File: src/rtl/kv_xfer_engine_if.sv
// Dispatcher handshake plus SRAM0 / KV-bank ports of the KV transfer engine.
// The engine connects through the slave modport; the master modport is the surrounding fabric.
interface kv_xfer_engine_if #(
  parameter int DATA_W  = 8,
  parameter int LAYER_W = 2,
  parameter int HEAD_W  = 2,
  parameter int TIME_W  = 6,
  parameter int DIM_W   = 6
);
  localparam int KV_AW = 1 + LAYER_W + HEAD_W + TIME_W + DIM_W;

  logic              instr_valid;
  logic              instr_ready;
  logic [127:0]      instr;
  logic              done;
  logic              err;
  logic              busy;
  logic              sram_rd_en;
  logic [15:0]       sram_rd_addr;
  logic [DATA_W-1:0] sram_rd_data;
  logic              sram_wr_en;
  logic [15:0]       sram_wr_addr;
  logic [DATA_W-1:0] sram_wr_data;
  logic              kv_rd_en;
  logic              kv_wr_en;
  logic [KV_AW-1:0]  kv_addr;
  logic [DATA_W-1:0] kv_wr_data;
  logic [DATA_W-1:0] kv_rd_data;

  modport slave (
    input  instr_valid, instr, sram_rd_data, kv_rd_data,
    output instr_ready, done, err, busy,
           sram_rd_en, sram_rd_addr, sram_wr_en, sram_wr_addr, sram_wr_data,
           kv_rd_en, kv_wr_en, kv_addr, kv_wr_data
  );

  modport master (
    output instr_valid, instr, sram_rd_data, kv_rd_data,
    input  instr_ready, done, err, busy,
           sram_rd_en, sram_rd_addr, sram_wr_en, sram_wr_addr, sram_wr_data,
           kv_rd_en, kv_wr_en, kv_addr, kv_wr_data
  );
endinterface

File: src/rtl/kv_xfer_engine.sv
// KV cache microcode engine: APPEND streams SRAM0 -> KV, READ streams KV -> SRAM0,
// one element per cycle, with a one-cycle read-to-write pipeline.
module kv_xfer_engine #(
  parameter int DATA_W  = 8,
  parameter int LAYER_W = 2,
  parameter int HEAD_W  = 2,
  parameter int TIME_W  = 6,
  parameter int DIM_W   = 6
) (
  input  logic              clk,
  input  logic              rst,
  kv_xfer_engine_if.slave   bus
);
  localparam int unsigned MAX_T     = 1 << TIME_W;
  localparam int unsigned MAX_DIM   = 1 << DIM_W;
  localparam int unsigned LAYER_LIM = 1 << LAYER_W;
  localparam int unsigned HEAD_LIM  = 1 << HEAD_W;
  localparam int          CW        = TIME_W + DIM_W + 1;

  typedef enum logic [1:0] {IDLE, RUN, DRAIN, DONE} state_t;
  state_t state, state_nx;

  logic [7:0]  d_op;
  logic [15:0] d_layer, d_n, d_k, d_head;
  logic        d_is_read, d_err;
  logic [CW-1:0] d_count;
  logic        accept;
  logic        unused_bits;

  assign d_op        = bus.instr[7:0];
  assign d_layer     = bus.instr[79:64];
  assign d_n         = bus.instr[95:80];
  assign d_k         = bus.instr[111:96];
  assign d_head      = bus.instr[127:112];
  assign accept      = bus.instr_valid && (state == IDLE);
  assign unused_bits = ^{bus.instr[63:48], bus.instr[15:9]};

  always_comb begin
    d_is_read = (d_op == 8'd9);
    d_err = ((d_op != 8'd8) && (d_op != 8'd9))
         || ({16'd0, d_layer} >= LAYER_LIM)
         || ({16'd0, d_head}  >= HEAD_LIM)
         || ({16'd0, d_n}     >  MAX_DIM)
         || (!d_is_read && ({16'd0, d_k} >= MAX_T))
         || ( d_is_read && ({16'd0, d_k} >  MAX_T));
    // Field slices are only meaningful once d_err is clear.
    if (d_is_read)
      d_count = CW'(d_k[TIME_W:0]) * CW'(d_n[DIM_W:0]);
    else
      d_count = CW'(d_n[DIM_W:0]);
  end

  logic                is_read, is_v, err_q;
  logic [LAYER_W-1:0]  layer;
  logic [HEAD_W-1:0]   head;
  logic [TIME_W-1:0]   time_idx, t_rd;
  logic [DIM_W:0]      n_len, e_rd, e_nx;
  logic [15:0]         src0, dst, rd_lin, wr_lin;
  logic [CW-1:0]       rd_left;
  logic                wr_pend;
  logic [DIM_W-1:0]    wr_e;

  assign e_nx = e_rd + (DIM_W+1)'(1);

  always_ff @(posedge clk or posedge rst) begin
    if (rst) state <= IDLE;
    else     state <= state_nx;
  end

  always_comb begin
    state_nx = state;
    case (state)
      IDLE:    if (accept) state_nx = (d_err || d_count == '0) ? DONE : RUN;
      RUN:     if (rd_left == CW'(1)) state_nx = DRAIN;
      DRAIN:   state_nx = DONE;
      DONE:    state_nx = IDLE;
      default: state_nx = IDLE;
    endcase
  end

  always_ff @(posedge clk or posedge rst) begin
    if (rst) begin
      is_read  <= 1'b0;
      is_v     <= 1'b0;
      err_q    <= 1'b0;
      layer    <= '0;
      head     <= '0;
      time_idx <= '0;
      n_len    <= '0;
      src0     <= '0;
      dst      <= '0;
      rd_left  <= '0;
      e_rd     <= '0;
      t_rd     <= '0;
      rd_lin   <= '0;
      wr_pend  <= 1'b0;
      wr_lin   <= '0;
      wr_e     <= '0;
    end else begin
      wr_pend <= (state == RUN);
      wr_lin  <= rd_lin;
      wr_e    <= e_rd[DIM_W-1:0];
      if (accept) begin
        is_read  <= d_is_read;
        is_v     <= bus.instr[8];
        err_q    <= d_err;
        layer    <= d_layer[LAYER_W-1:0];
        head     <= d_head[HEAD_W-1:0];
        time_idx <= d_k[TIME_W-1:0];
        n_len    <= d_n[DIM_W:0];
        dst      <= bus.instr[31:16];
        src0     <= bus.instr[47:32];
        rd_left  <= d_count;
        e_rd     <= '0;
        t_rd     <= '0;
        rd_lin   <= '0;
      end else if (state == RUN) begin
        rd_left <= rd_left - CW'(1);
        rd_lin  <= rd_lin + 16'd1;
        // Element index wraps at N and carries into the time index (READ walks t-major).
        if (e_nx == n_len) begin
          e_rd <= '0;
          t_rd <= t_rd + TIME_W'(1);
        end else begin
          e_rd <= e_nx;
        end
      end
    end
  end

  always_comb begin
    bus.instr_ready  = (state == IDLE);
    bus.busy         = (state != IDLE);
    bus.done         = (state == DONE);
    bus.err          = (state == DONE) && err_q;
    bus.sram_rd_en   = 1'b0;
    bus.sram_rd_addr = '0;
    bus.sram_wr_en   = 1'b0;
    bus.sram_wr_addr = '0;
    bus.sram_wr_data = '0;
    bus.kv_rd_en     = 1'b0;
    bus.kv_wr_en     = 1'b0;
    bus.kv_addr      = '0;
    bus.kv_wr_data   = '0;
    if (state == RUN) begin
      if (is_read) begin
        bus.kv_rd_en = 1'b1;
        bus.kv_addr  = {is_v, layer, head, t_rd, e_rd[DIM_W-1:0]};
      end else begin
        bus.sram_rd_en   = 1'b1;
        bus.sram_rd_addr = src0 + rd_lin;
      end
    end
    if (wr_pend) begin
      if (is_read) begin
        bus.sram_wr_en   = 1'b1;
        bus.sram_wr_addr = dst + wr_lin;
        bus.sram_wr_data = bus.kv_rd_data;
      end else begin
        bus.kv_wr_en   = 1'b1;
        bus.kv_addr    = {is_v, layer, head, time_idx, wr_e};
        bus.kv_wr_data = bus.sram_rd_data;
      end
    end
  end
endmodule

File: src/flat_wrapper.sv
// flat-port wrapper written by rule: the top's interface ports become plain ports
module kv_xfer_engine_flat 
#(
  parameter int DATA_W  = 8,
  parameter int LAYER_W = 2,
  parameter int HEAD_W  = 2,
  parameter int TIME_W  = 6,
  parameter int DIM_W   = 6
)
  (clk, rst, bus_instr_valid, bus_instr, bus_sram_rd_data, bus_kv_rd_data, bus_instr_ready, bus_done, bus_err, bus_busy, bus_sram_rd_en, bus_sram_rd_addr, bus_sram_wr_en, bus_sram_wr_addr, bus_sram_wr_data, bus_kv_rd_en, bus_kv_wr_en, bus_kv_addr, bus_kv_wr_data);
  kv_xfer_engine_if #(.DATA_W(DATA_W), .LAYER_W(LAYER_W), .HEAD_W(HEAD_W), .TIME_W(TIME_W), .DIM_W(DIM_W)) bus_i ();
  input  logic clk;
  input  logic rst;
  input wire logic [$bits(bus_i.instr_valid)-1:0] bus_instr_valid;
  input wire logic [$bits(bus_i.instr)-1:0] bus_instr;
  input wire logic [$bits(bus_i.sram_rd_data)-1:0] bus_sram_rd_data;
  input wire logic [$bits(bus_i.kv_rd_data)-1:0] bus_kv_rd_data;
  output wire logic [$bits(bus_i.instr_ready)-1:0] bus_instr_ready;
  output wire logic [$bits(bus_i.done)-1:0] bus_done;
  output wire logic [$bits(bus_i.err)-1:0] bus_err;
  output wire logic [$bits(bus_i.busy)-1:0] bus_busy;
  output wire logic [$bits(bus_i.sram_rd_en)-1:0] bus_sram_rd_en;
  output wire logic [$bits(bus_i.sram_rd_addr)-1:0] bus_sram_rd_addr;
  output wire logic [$bits(bus_i.sram_wr_en)-1:0] bus_sram_wr_en;
  output wire logic [$bits(bus_i.sram_wr_addr)-1:0] bus_sram_wr_addr;
  output wire logic [$bits(bus_i.sram_wr_data)-1:0] bus_sram_wr_data;
  output wire logic [$bits(bus_i.kv_rd_en)-1:0] bus_kv_rd_en;
  output wire logic [$bits(bus_i.kv_wr_en)-1:0] bus_kv_wr_en;
  output wire logic [$bits(bus_i.kv_addr)-1:0] bus_kv_addr;
  output wire logic [$bits(bus_i.kv_wr_data)-1:0] bus_kv_wr_data;
  assign bus_i.instr_valid = bus_instr_valid;
  assign bus_i.instr = bus_instr;
  assign bus_i.sram_rd_data = bus_sram_rd_data;
  assign bus_i.kv_rd_data = bus_kv_rd_data;
  assign bus_instr_ready = bus_i.instr_ready;
  assign bus_done = bus_i.done;
  assign bus_err = bus_i.err;
  assign bus_busy = bus_i.busy;
  assign bus_sram_rd_en = bus_i.sram_rd_en;
  assign bus_sram_rd_addr = bus_i.sram_rd_addr;
  assign bus_sram_wr_en = bus_i.sram_wr_en;
  assign bus_sram_wr_addr = bus_i.sram_wr_addr;
  assign bus_sram_wr_data = bus_i.sram_wr_data;
  assign bus_kv_rd_en = bus_i.kv_rd_en;
  assign bus_kv_wr_en = bus_i.kv_wr_en;
  assign bus_kv_addr = bus_i.kv_addr;
  assign bus_kv_wr_data = bus_i.kv_wr_data;
  kv_xfer_engine #(.DATA_W(DATA_W), .LAYER_W(LAYER_W), .HEAD_W(HEAD_W), .TIME_W(TIME_W), .DIM_W(DIM_W)) u_core (.clk(clk), .rst(rst), .bus(bus_i));
endmodule
File: config.mk
export PLATFORM = sky130hd
export DESIGN_NAME = kv_xfer_engine_flat
export DESIGN_NICKNAME = d
export VERILOG_FILES = /design/src/rtl/kv_xfer_engine_if.sv /design/src/rtl/kv_xfer_engine.sv /design/src/flat_wrapper.sv
export SDC_FILE = /design/constraint.sdc
export NUM_CORES = 1
export LEC_CHECK = 0
export BUFFER_PORTS_ARGS = -buffer_cell sky130_fd_sc_hd__buf_2
export CORE_MARGIN = 2
export CORE_UTILIZATION = 54
export DETAILED_ROUTE_END_ITERATION = 16
export GPL_ROUTABILITY_DRIVEN = 0
export PLACE_DENSITY = 0.8
export SYNTH_ARGS = -nofsm -noshare
export SYNTH_HDL_FRONTEND = slang
export SYNTH_SLANG_ARGS = --single-unit
File: constraint.sdc
create_clock -name clk -period 5.84 [get_ports clk]
set_input_delay 1.46 -clock clk [delete_from_list [all_inputs] [get_ports clk]]
set_output_delay 1.46 -clock clk [all_outputs]
set_load 0.1 [all_outputs]
# Yosys cells after proc, flatten, opt, wreduce, memory -nomap -nowiden
# Cells that the tools add are included.
[classes]
n_reduce_logical = 19
eq_ne = 10
add_sub_neg = 6
n_mux = 33
multipliers = 1
magnitude_cmp = 5
[op_table]
columns = ["op", "count"]
rows = [
  ["two-way mux 16 bit", 6],
  ["two-way mux 17 bit", 4],
  ["two-way mux 13 bit", 3],
  ["adder 16 bit", 2],
  [">= comparator 16 x 3 -> 1 bit (second input constant)", 2],
  ["> comparator 16 x 7 -> 1 bit (second input constant)", 2],
  ["two-way mux 8 bit", 4],
  ["two-way mux 7 bit", 3],
  ["two-way mux 6 bit", 3],
  ["adder 16 x 1 -> 16 bit (second input constant)", 1],
  [">= comparator 16 x 7 -> 1 bit (second input constant)", 1],
  ["!= test 8 x 4 -> 1 bit (second input constant)", 2],
  ["equality test 13 x 1 -> 1 bit (second input constant)", 1],
  ["zero test 13 bit", 1],
  ["multiplier 7 x 7 -> 13 bit", 1],
  ["subtractor 13 x 1 -> 13 bit (second input constant)", 1],
  ["equality test 8 x 4 -> 1 bit (second input constant)", 1],
  ["one-hot mux 2 bit (4 select lines)", 1],
  ["adder 7 x 1 -> 7 bit (second input constant)", 1],
  ["equality test 7 bit", 1],
  ["adder 6 x 1 -> 6 bit (second input constant)", 1],
  ["logical OR 1 bit", 6],
  ["two-way mux 1 bit", 6],
  ["two-way mux 2 bit", 3],
  ["other kinds (8)", 17],
]
[totals]
output_inout_bits = 73
register_bits = 119
inputBits = 147
word_cells = 91

# Logic depth before layout (Yosys ltp)
# Gate-level depths: netlist (run 1).
[depth]
word_depth = 11
depth_mapped = 18
ltp_nobuf = 17

# Least setup slack after synthesis (run 1)
# OpenSTA, ideal clock, no wires.
[synth_timing]
path_type = "input to register"
start = "input port bus_instr[86]"
end = "register u_core.state[1]"
cell_stages = 17
n_path_buf = 1
slack_ps = -38
t_arrival_ps = 5752
setup_ps = 126
required_time_ps = 5714
cell_sequence = "clkbuf_1 nand2_1 fa_1 fa_1 inv_1 fa_1 inv_1 fa_1 inv_1 ha_1 and3_1 a221o_1 o41ai_1 o21ai_0 xnor2_1 a21oi_1 o21ai_1"
[synth_between]
elab_chain_cells = 8
word_cells_on_any_way = 11
classes_between = "1 x mul; 1 x order compare; 4 x mux; 5 x reduce/logical"
[synth_lines]
columns = ["element", "line_no", "text"]
rows = [
  ["start, declared", "flat_wrapper.sv:15", "input wire logic [$bits(bus_i.instr)-1:0] bus_instr;"],
  ["parallel branches: the longest is 4 deep, another holds multiplier 7 x 7 -> 13 bit", "--", ""],
  ["logical OR 1 bit *", "kv_xfer_engine.sv:73", "IDLE: if (accept) state_nx = (d_err || d_count == '0) ? DONE : RUN;"],
  ["two-way mux 2 bit * (2 in a row)", "kv_xfer_engine.sv:73", ""],
  ["one-hot mux 2 bit (4 select lines) *", "kv_xfer_engine.sv:72", "case (state)"],
  ["end signal, assigned", "kv_xfer_engine.sv:67", "else state <= state_nx;"],
  ["end, declared", "kv_xfer_engine.sv:21", "state_t state, state_nx;"],
]
# Mark *: on every way between the ends. The select of a mux whose other input is x is not followed.
# A chain may end at the register's enable or synchronous reset.

# Final worst setup path (run 1)
[layout_timing]
start = "input port bus_instr[83]"
end = "register u_core.state[1]"
# The elaborated chain is that of the path after synthesis.

==> run_results.csv, run 1 <==
group,metric,value,unit
global_routing,grt_use_total,26.36,%
floorplan,die-area,0.01665,mm²
power,power_density,491.0,mW/mm²
clock_tree,clock-sinks,119,
cells_and_area,final_nets,1406,
logic_synthesis,syn_nets,1210,
setup_path,r2r-start,"u_core.state[1]",
setup_path,endpoint_kind,"register",
worst_hold_path,min-delay-start,"u_core.layer[1]",
timing,fin_setup_tns,0,ns
clock_tree,hold_buffers,0,
run,cap_violations,0,
clock_tree,clk_pin_slew_worst_paths,0.05,ns
route,drtPass1Iterations,5,
logic_synthesis,synth_cell_type_count,55,
place,port-buffer-count,196,
global_routing,grt_pass1_vias,7442,
floorplan,top_level_ports,220,
clock_tree,ctsResizeCount,0,
cells_and_area,area_delta_synth_final,21.76,%
clock_tree,clockBufferDepth,2,
route,ant_nets,0,
floorplan,start_util,55.33,%
setup_path,worst-r2r-setup-slack,3.31,ns
logic_synthesis,synth-seq-cells,119,
floorplan,rows,45,
timing,final_max_slew_viol_count,0,
cells_and_area,layout-drive-gt1-share,22.43,%
place,hpwlAfterDp,15300,µm
cells_and_area,fin_area,0.01028,mm²
worst_hold_path,min_delay_path_depth,2,
route,wirelength,20820,µm
route,vias_per_cell,5.406,
place,pre_cts_slack,0.01494,ns
cells_and_area,layout_commonest_cell,"nand2_1",
global_routing,grt_max_degree,70,
setup_path,rr_worst_depth,8,
timing,period_minus_slack,5.470,ns
timing,tightest_slew,0.8743,ns
route,vias,7503,
setup_path,critPathArrivalTime,5.81,ns
logic_synthesis,synth_flop_cell,"dfrtp_1",
setup_path,critPathMaxStageDelay,0.53,ns
setup_path,path_max_fanout,3,
timing,setup_viol,0,
global_routing,antenna_found_initial,0,
clock_tree,cts-buffers-inserted,17,
logic_synthesis,synth-edff-count,0,
global_routing,grt_pass1_wl,35020,µm
power,leakagePower,5.436,nW
timing,fin_ws,0.3697,ns
floorplan,die_y,129.0,µm
cells_and_area,num_antenna_cells,0,
timing,rsz0062_at_grt,"false",
route,wl_per_cell,15.00,µm
place,placed_area,0.009708,mm²
clock_tree,postCtsSetupRepairBufs,0,
logic_synthesis,seq_area_frac_synth,35.27,%
setup_path,cp_cell_sequence,"buf_2 > and2_1 > fa_1 > inv_1 > fa_1 > inv_1 > fa_1 > inv_1 > fa_1 > inv_1 > ha_1 > and3_1 > a221o_1 > o41ai_2 > o21ai_0 > xnor2_1 > a21oi_1 > o21ai_1",
clock_tree,h-tree-depth,4,
logic_synthesis,syn-cell-area,0.008443,mm²
route,drc_errors,0,
timing,finalCritPeriodShare,93.67,%
setup_path,start_kind,"primary input",
timing,skew,0.009571,ns
logic_synthesis,synth_area_per_cell,8.713,µm²
setup_path,worstPathRequired,6.17,ns
clock_tree,cts-root-buf,"clkbuf_16",
logic_synthesis,syn_inst,969,
floorplan,die_x,129.0,µm
setup_path,critPathKind,"in -> reg",
setup_path,critical-path-slowest-cell,"fa_1",
setup_path,reg2reg_to,"u_core.src0[8]",
logic_synthesis,yosysWarnings,0,
logic_synthesis,async_flop_share,100.0,%
run_status,status,"completed",
clock_tree,clk_latency,0.41,ns
cells_and_area,final_cell_mix,"nand2_1 (207), buf_2 (196), dfrtp_1 (119), nor2_1 (92), ha_1 (69)",
timing,maxSlewHeadroom,41.72,%
worst_hold_path,worstHoldEndpoint,"u_core.layer[1]",
worst_hold_path,hp-class,"reg -> reg",
timing,finalHoldViolations,0,
global_routing,grt.overflow.total,0,
route,drtIter0Drc,442,
floorplan,core,0.01526,mm²
clock_tree,cts_tree,"done",
timing,max_freq,182.8,MHz
power,ir_drop,0.0004069,V
==> power breakdown <==
part           leakage (nW)  switching [W]  internal [W]
clock                 0.273       0.000366      0.000632
sequential             1.54       0.000268       0.00113
combinational          3.63        0.00179      0.000861
==> worst max-delay path by stage <==
stage,from,endpoint,slack (ns),cells after the start
after floorplan,bus_instr[86],u_core.state[1],0.07,17
after global placement,bus_instr[83],u_core.state[1],0.08,18
after detailed placement,bus_instr[83],u_core.state[1],0.01,18
after CTS,bus_instr[83],u_core.state[1],0.44,18
after global routing,bus_instr[83],u_core.state[1],0.18,18
final,bus_instr[83],u_core.state[1],0.37,18
==> Yosys cell counts, types with 3 or more instances <==
| master | count | area, µm² |
|---|---|---|
| inv_1 | 31 | 116.4 |
| a31oi_1 | 8 | 50.05 |
| o211ai_1 | 4 | 30.03 |
| nor3_1 | 18 | 90.09 |
| nand4_1 | 12 | 75.07 |
| o21bai_1 | 6 | 45.04 |
| nand2_1 | 208 | 780.8 |
| or2_2 | 3 | 18.77 |
| ha_1 | 69 | 863.3 |
| o21a_1 | 7 | 52.55 |
| a22o_1 | 12 | 105.1 |
| xnor2_1 | 26 | 227.7 |
| o41ai_1 | 6 | 52.55 |
| nand2b_1 | 6 | 37.54 |
| or3_1 | 6 | 37.54 |
| dfrtp_1 | 119 | 2978 |
| fa_1 | 25 | 500.5 |
| o31ai_1 | 3 | 22.52 |
| o21ai_0 | 29 | 145.1 |
| nor4_1 | 16 | 100.1 |
| buf_2 | 3 | 15.01 |
| nor2_1 | 93 | 349.1 |
| and4_1 | 4 | 35.03 |
| a21o_1 | 6 | 45.04 |
| nand3_1 | 20 | 100.1 |
| and2_1 | 51 | 319.1 |
| a211oi_1 | 9 | 67.56 |
| nor2b_1 | 7 | 43.79 |
| mux2i_1 | 6 | 60.06 |
| xor2_1 | 43 | 376.6 |
| and3_1 | 25 | 156.4 |
| a21oi_1 | 25 | 125.1 |
| clkbuf_1 | 35 | 131.4 |
==> per-stage QoR <==
step	hold slack (ns)	std cells	utilization [%]	total power, W
floorplan	0.4006	969	-	0.003478
global placement	0.4433	1357	63.62	0.003955
detailed placement	0.4544	1357	63.62	0.004025
CTS	0.4682	1388	67.37	0.005060
global route	0.4725	1388	67.37	0.005409
finish	0.4629	1388	67.37	0.005047
==> final cells by class <==
| class | instances | area (µm²) |
|---|---|---|
| Multi-Input combinational cell | 780 | 5216 |
| Timing Repair Buffer | 216 | 1131 |
| Inverter | 31 | 118.9 |
| Tap cell | 211 | 264.0 |
| Sequential cell | 119 | 2978 |
| Clock buffer | 18 | 439.2 |
| Fill cell | 1252 | 4979 |
| Clock inverter | 13 | 132.6 |
==> sequential cells by signal, summed over array words and instances (netlist names), 6 cells and up <==
name / count
u_core.t_rd: 6
u_core.dst: 16
u_core.rd_lin: 16
u_core.wr_e: 6
u_core.time_idx: 6
u_core.wr_lin: 16
u_core.rd_left: 13
u_core.e_rd: 7
u_core.src0: 16
u_core.n_len: 7
==> metal layers <==
layer  GRT usage, %  share of wire [%]
met5              0                  0
met4          9.143                2.4
met3          4.624                4.2
met2          45.19                 49
met1          33.95                 44
==> logic make-up (layout without fill, tap and decap cells) <==
| logic type | after synthesis | count (layout) | share of synthesized area (%) |
|---|---|---|---|
| adders and majority gates | 94 | 94 | 16.15 |
| xor gates and xnor gates | 71 | 71 | 7.691 |
| muxes | 8 | 8 | 0.9781 |
| and+or+nand+nor | 478 | 478 | 26.38 |
| AOI/OAI and AO/OA | 129 | 129 | 10.37 |
| buffers and inverters | 70 | 278 | 3.156 |
| DFF | 119 | 119 | 35.27 |
==> worst max-delay path, delay by kind of cell <==
family | cells | cell delay (ns)
buffers and inverters | 5 | 0.29
adder cells (fa/ha/maj) | 5 | 2.37
AND/OR/NAND/NOR | 2 | 0.36
AO/OA/AOI/OAI | 5 | 1.09
XOR/XNOR | 1 | 0.23
Power figures use the tool's default switching activity.
==> run 2: changes to the inputs <==
--- a/constraint.sdc
+++ b/constraint.sdc
@@ -3,2 +3,2 @@
 set_output_delay 1.46 -clock clk [all_outputs]
-set_load 0.1 [all_outputs]
+set_load 0.01 [all_outputs]
==> run 2 against run 1 <==
Sequential share of layout area is 0.11 points lower. Final cell count hardly changed. Design area is 0.38% higher. Power is 12% lower. Clock power is 5% higher. Setup slack better by 0.065 ns. Critical path depth stayed put.
==> run_results.csv, run 2 (synthesized netlist as in run 1, its figures left out) <==
group,metric,value,unit
clock_tree,clockBufferDepth,2,
setup_path,crit_end,"u_core.state[1]",
floorplan,die_y,129.0,µm
place,hpwlAfterDp,15340,µm
clock_tree,cts-root-buf,"clkbuf_16",
clock_tree,h-tree-depth,4,
route,vias,7482,
clock_tree,clock-sinks,119,
timing,tightest_slew,0.9568,ns
timing,rsz0062_at_grt,"false",
setup_path,endpoint_kind,"register",
floorplan,die_x,129.0,µm
timing,finalCritPeriodShare,92.55,%
cells_and_area,layout-drive-gt1-share,22.50,%
run_status,status,"completed",
timing,setup_viol,0,
global_routing,grt_use_total,25.63,%
clock_tree,cts-buffers-inserted,17,
route,wl_per_cell,15.00,µm
clock_tree,postCtsSetupRepairBufs,0,
setup_path,critPathMaxStageDelay,0.53,ns
timing,maxSlewHeadroom,36.06,%
setup_path,path_max_fanout,3,
setup_path,worst-r2r-setup-slack,3.30,ns
cells_and_area,final_nets,1406,
setup_path,reg2reg_to,"u_core.t_rd[4]",
cells_and_area,final_cell_mix,"nand2_1 (207), buf_2 (196), dfrtp_1 (119), nor2_1 (92), ha_1 (69)",
setup_path,start_kind,"primary input",
route,drtIter0Drc,457,
timing,finalHoldViolations,0,
run,cap_violations,0,
timing,period_minus_slack,5.405,ns
setup_path,path_depth,18,
floorplan,rows,45,
clock_tree,clk_pin_slew_worst_paths,0.06,ns
global_routing,grt_pass1_wl,34080,µm
global_routing,grt_max_degree,70,
power,ir_drop,0.0002834,V
setup_path,critical-path-slowest-cell,"fa_1",
cells_and_area,layout_commonest_cell,"nand2_1",
global_routing,antenna_found_initial,0,
cells_and_area,postLayoutCoreUtil,67.63,%
setup_path,cp_cell_sequence,"buf_2 > and2_1 > fa_1 > inv_1 > fa_1 > inv_1 > fa_1 > inv_1 > fa_1 > inv_1 > ha_1 > and3_1 > a221o_1 > o41ai_2 > o21ai_0 > xnor2_1 > a21oi_1 > o21ai_1",
timing,max_freq,185.0,MHz
clock_tree,clk_latency,0.41,ns
setup_path,rr_worst_depth,8,
timing,fin_ws,0.4350,ns
power,power_density,429.0,mW/mm²
global_routing,grt.overflow.total,0,
clock_tree,cts_tree,"done",
clock_tree,ctsResizeCount,0,
place,pre_cts_slack,0.008563,ns
global_routing,grt_pass1_vias,7180,
floorplan,core,0.01526,mm²
setup_path,r2r-start,"u_core.e_rd[0]",
power,leakagePower,5.449,nW
floorplan,start_util,55.33,%
timing,final_max_slew_viol_count,0,
setup_path,critPathArrivalTime,5.75,ns
timing,fin_setup_tns,0,ns
setup_path,critPathKind,"in -> reg",
route,wirelength,20840,µm
setup_path,critPathTopFamily,"adder cells",
timing,skew,0.008087,ns
route,vias_per_cell,5.387,
setup_path,worstPathRequired,6.18,ns
worst_hold_path,hp-class,"reg -> reg",
cells_and_area,num_antenna_cells,0,
clock_tree,hold_buffers,0,
route,ant_nets,0,
setup_path,crit_buf_inv,5,
worst_hold_path,min_delay_path_depth,0,
floorplan,top_level_ports,220,
place,port-buffer-count,196,
cells_and_area,area_delta_synth_final,22.21,%
route,drtPass1Iterations,5,
route,drc_errors,0,
setup_path,crit_start,"bus_instr[83]",
floorplan,die-area,0.01665,mm²
==> run 2: cell types whose count changed in the layout (fill, tap and decap cells not counted), sizes merged <==
cell / before / now
clkbuf: 18 / 22
clkinv: 7 / 2
clkinvlp: 4 / 5
inv: 31 / 32
==> run 2: how the worst min path moves through the flow <==
stage	startpoint	end
6_report	u_core.rd_lin[8]	u_core.wr_lin[8]
3_3_place_gp	u_core.rd_lin[8]	u_core.wr_lin[8]
4_1_cts	u_core.rd_lin[8]	u_core.wr_lin[8]
5_1_grt	u_core.rd_lin[8]	u_core.wr_lin[8]
2_1_floorplan	u_core.rd_lin[15]	u_core.wr_lin[15]
3_5_place_dp	u_core.rd_lin[8]	u_core.wr_lin[8]
==> run 2: where the power goes <==
group | total (W) | internal [W] | switching [W]
registers | 0.00140 | 0.00113 | 0.000272
clock network | 0.00105 | 0.000683 | 0.000371
logic | 0.00197 | 0.000859 | 0.00111
==> run 2: metrics by stage <==
| step | total power, W | area, µm² | hold slack, ns | std cells |
|---|---|---|---|---|
| finish | 0.004426 | 10320 | 0.4540 | 1389 |
| global route | 0.004781 | 10320 | 0.4738 | 1389 |
| CTS | 0.004441 | 10320 | 0.4592 | 1389 |
| detailed placement | 0.003353 | 9708 | 0.4464 | 1357 |
| global placement | 0.003282 | 9708 | 0.4435 | 1357 |
| floorplan | 0.002813 | 8451 | 0.4006 | 969 |
==> run 2: area by class of cell <==
type / count / area (µm²)
Multi-Input combinational cell: 780 / 5216
Fill cell: 1241 / 4940
Sequential cell: 119 / 2978
Timing Repair Buffer: 216 / 1131
Clock buffer: 22 / 494.2
Tap cell: 211 / 264.0
Inverter: 31 / 118.9
Clock inverter: 10 / 116.4
==> run 2: per-layer routing <==
metal / track usage, % / vias to the layer above / part of all wire (%)
li1: - / 3684 / -
met1: 33.32 / 3569 / 44
met2: 44.51 / 206 / 50
met3: 4.872 / 23 / 4.5
met4: 6.394 / 0 / 1.3
met5: 0 / - / 0
==> run 2: worst reg2reg max path, cell delays in order, from the launching register on <==
cell,delay [ns]
dfrtp_1,0.46
ha_1,0.31
and3_1,0.21
and3_1,0.22
xnor3_1,0.22
and4_4,0.32
nand2_1,0.15
or4_1,0.50
nand2_1,0.09
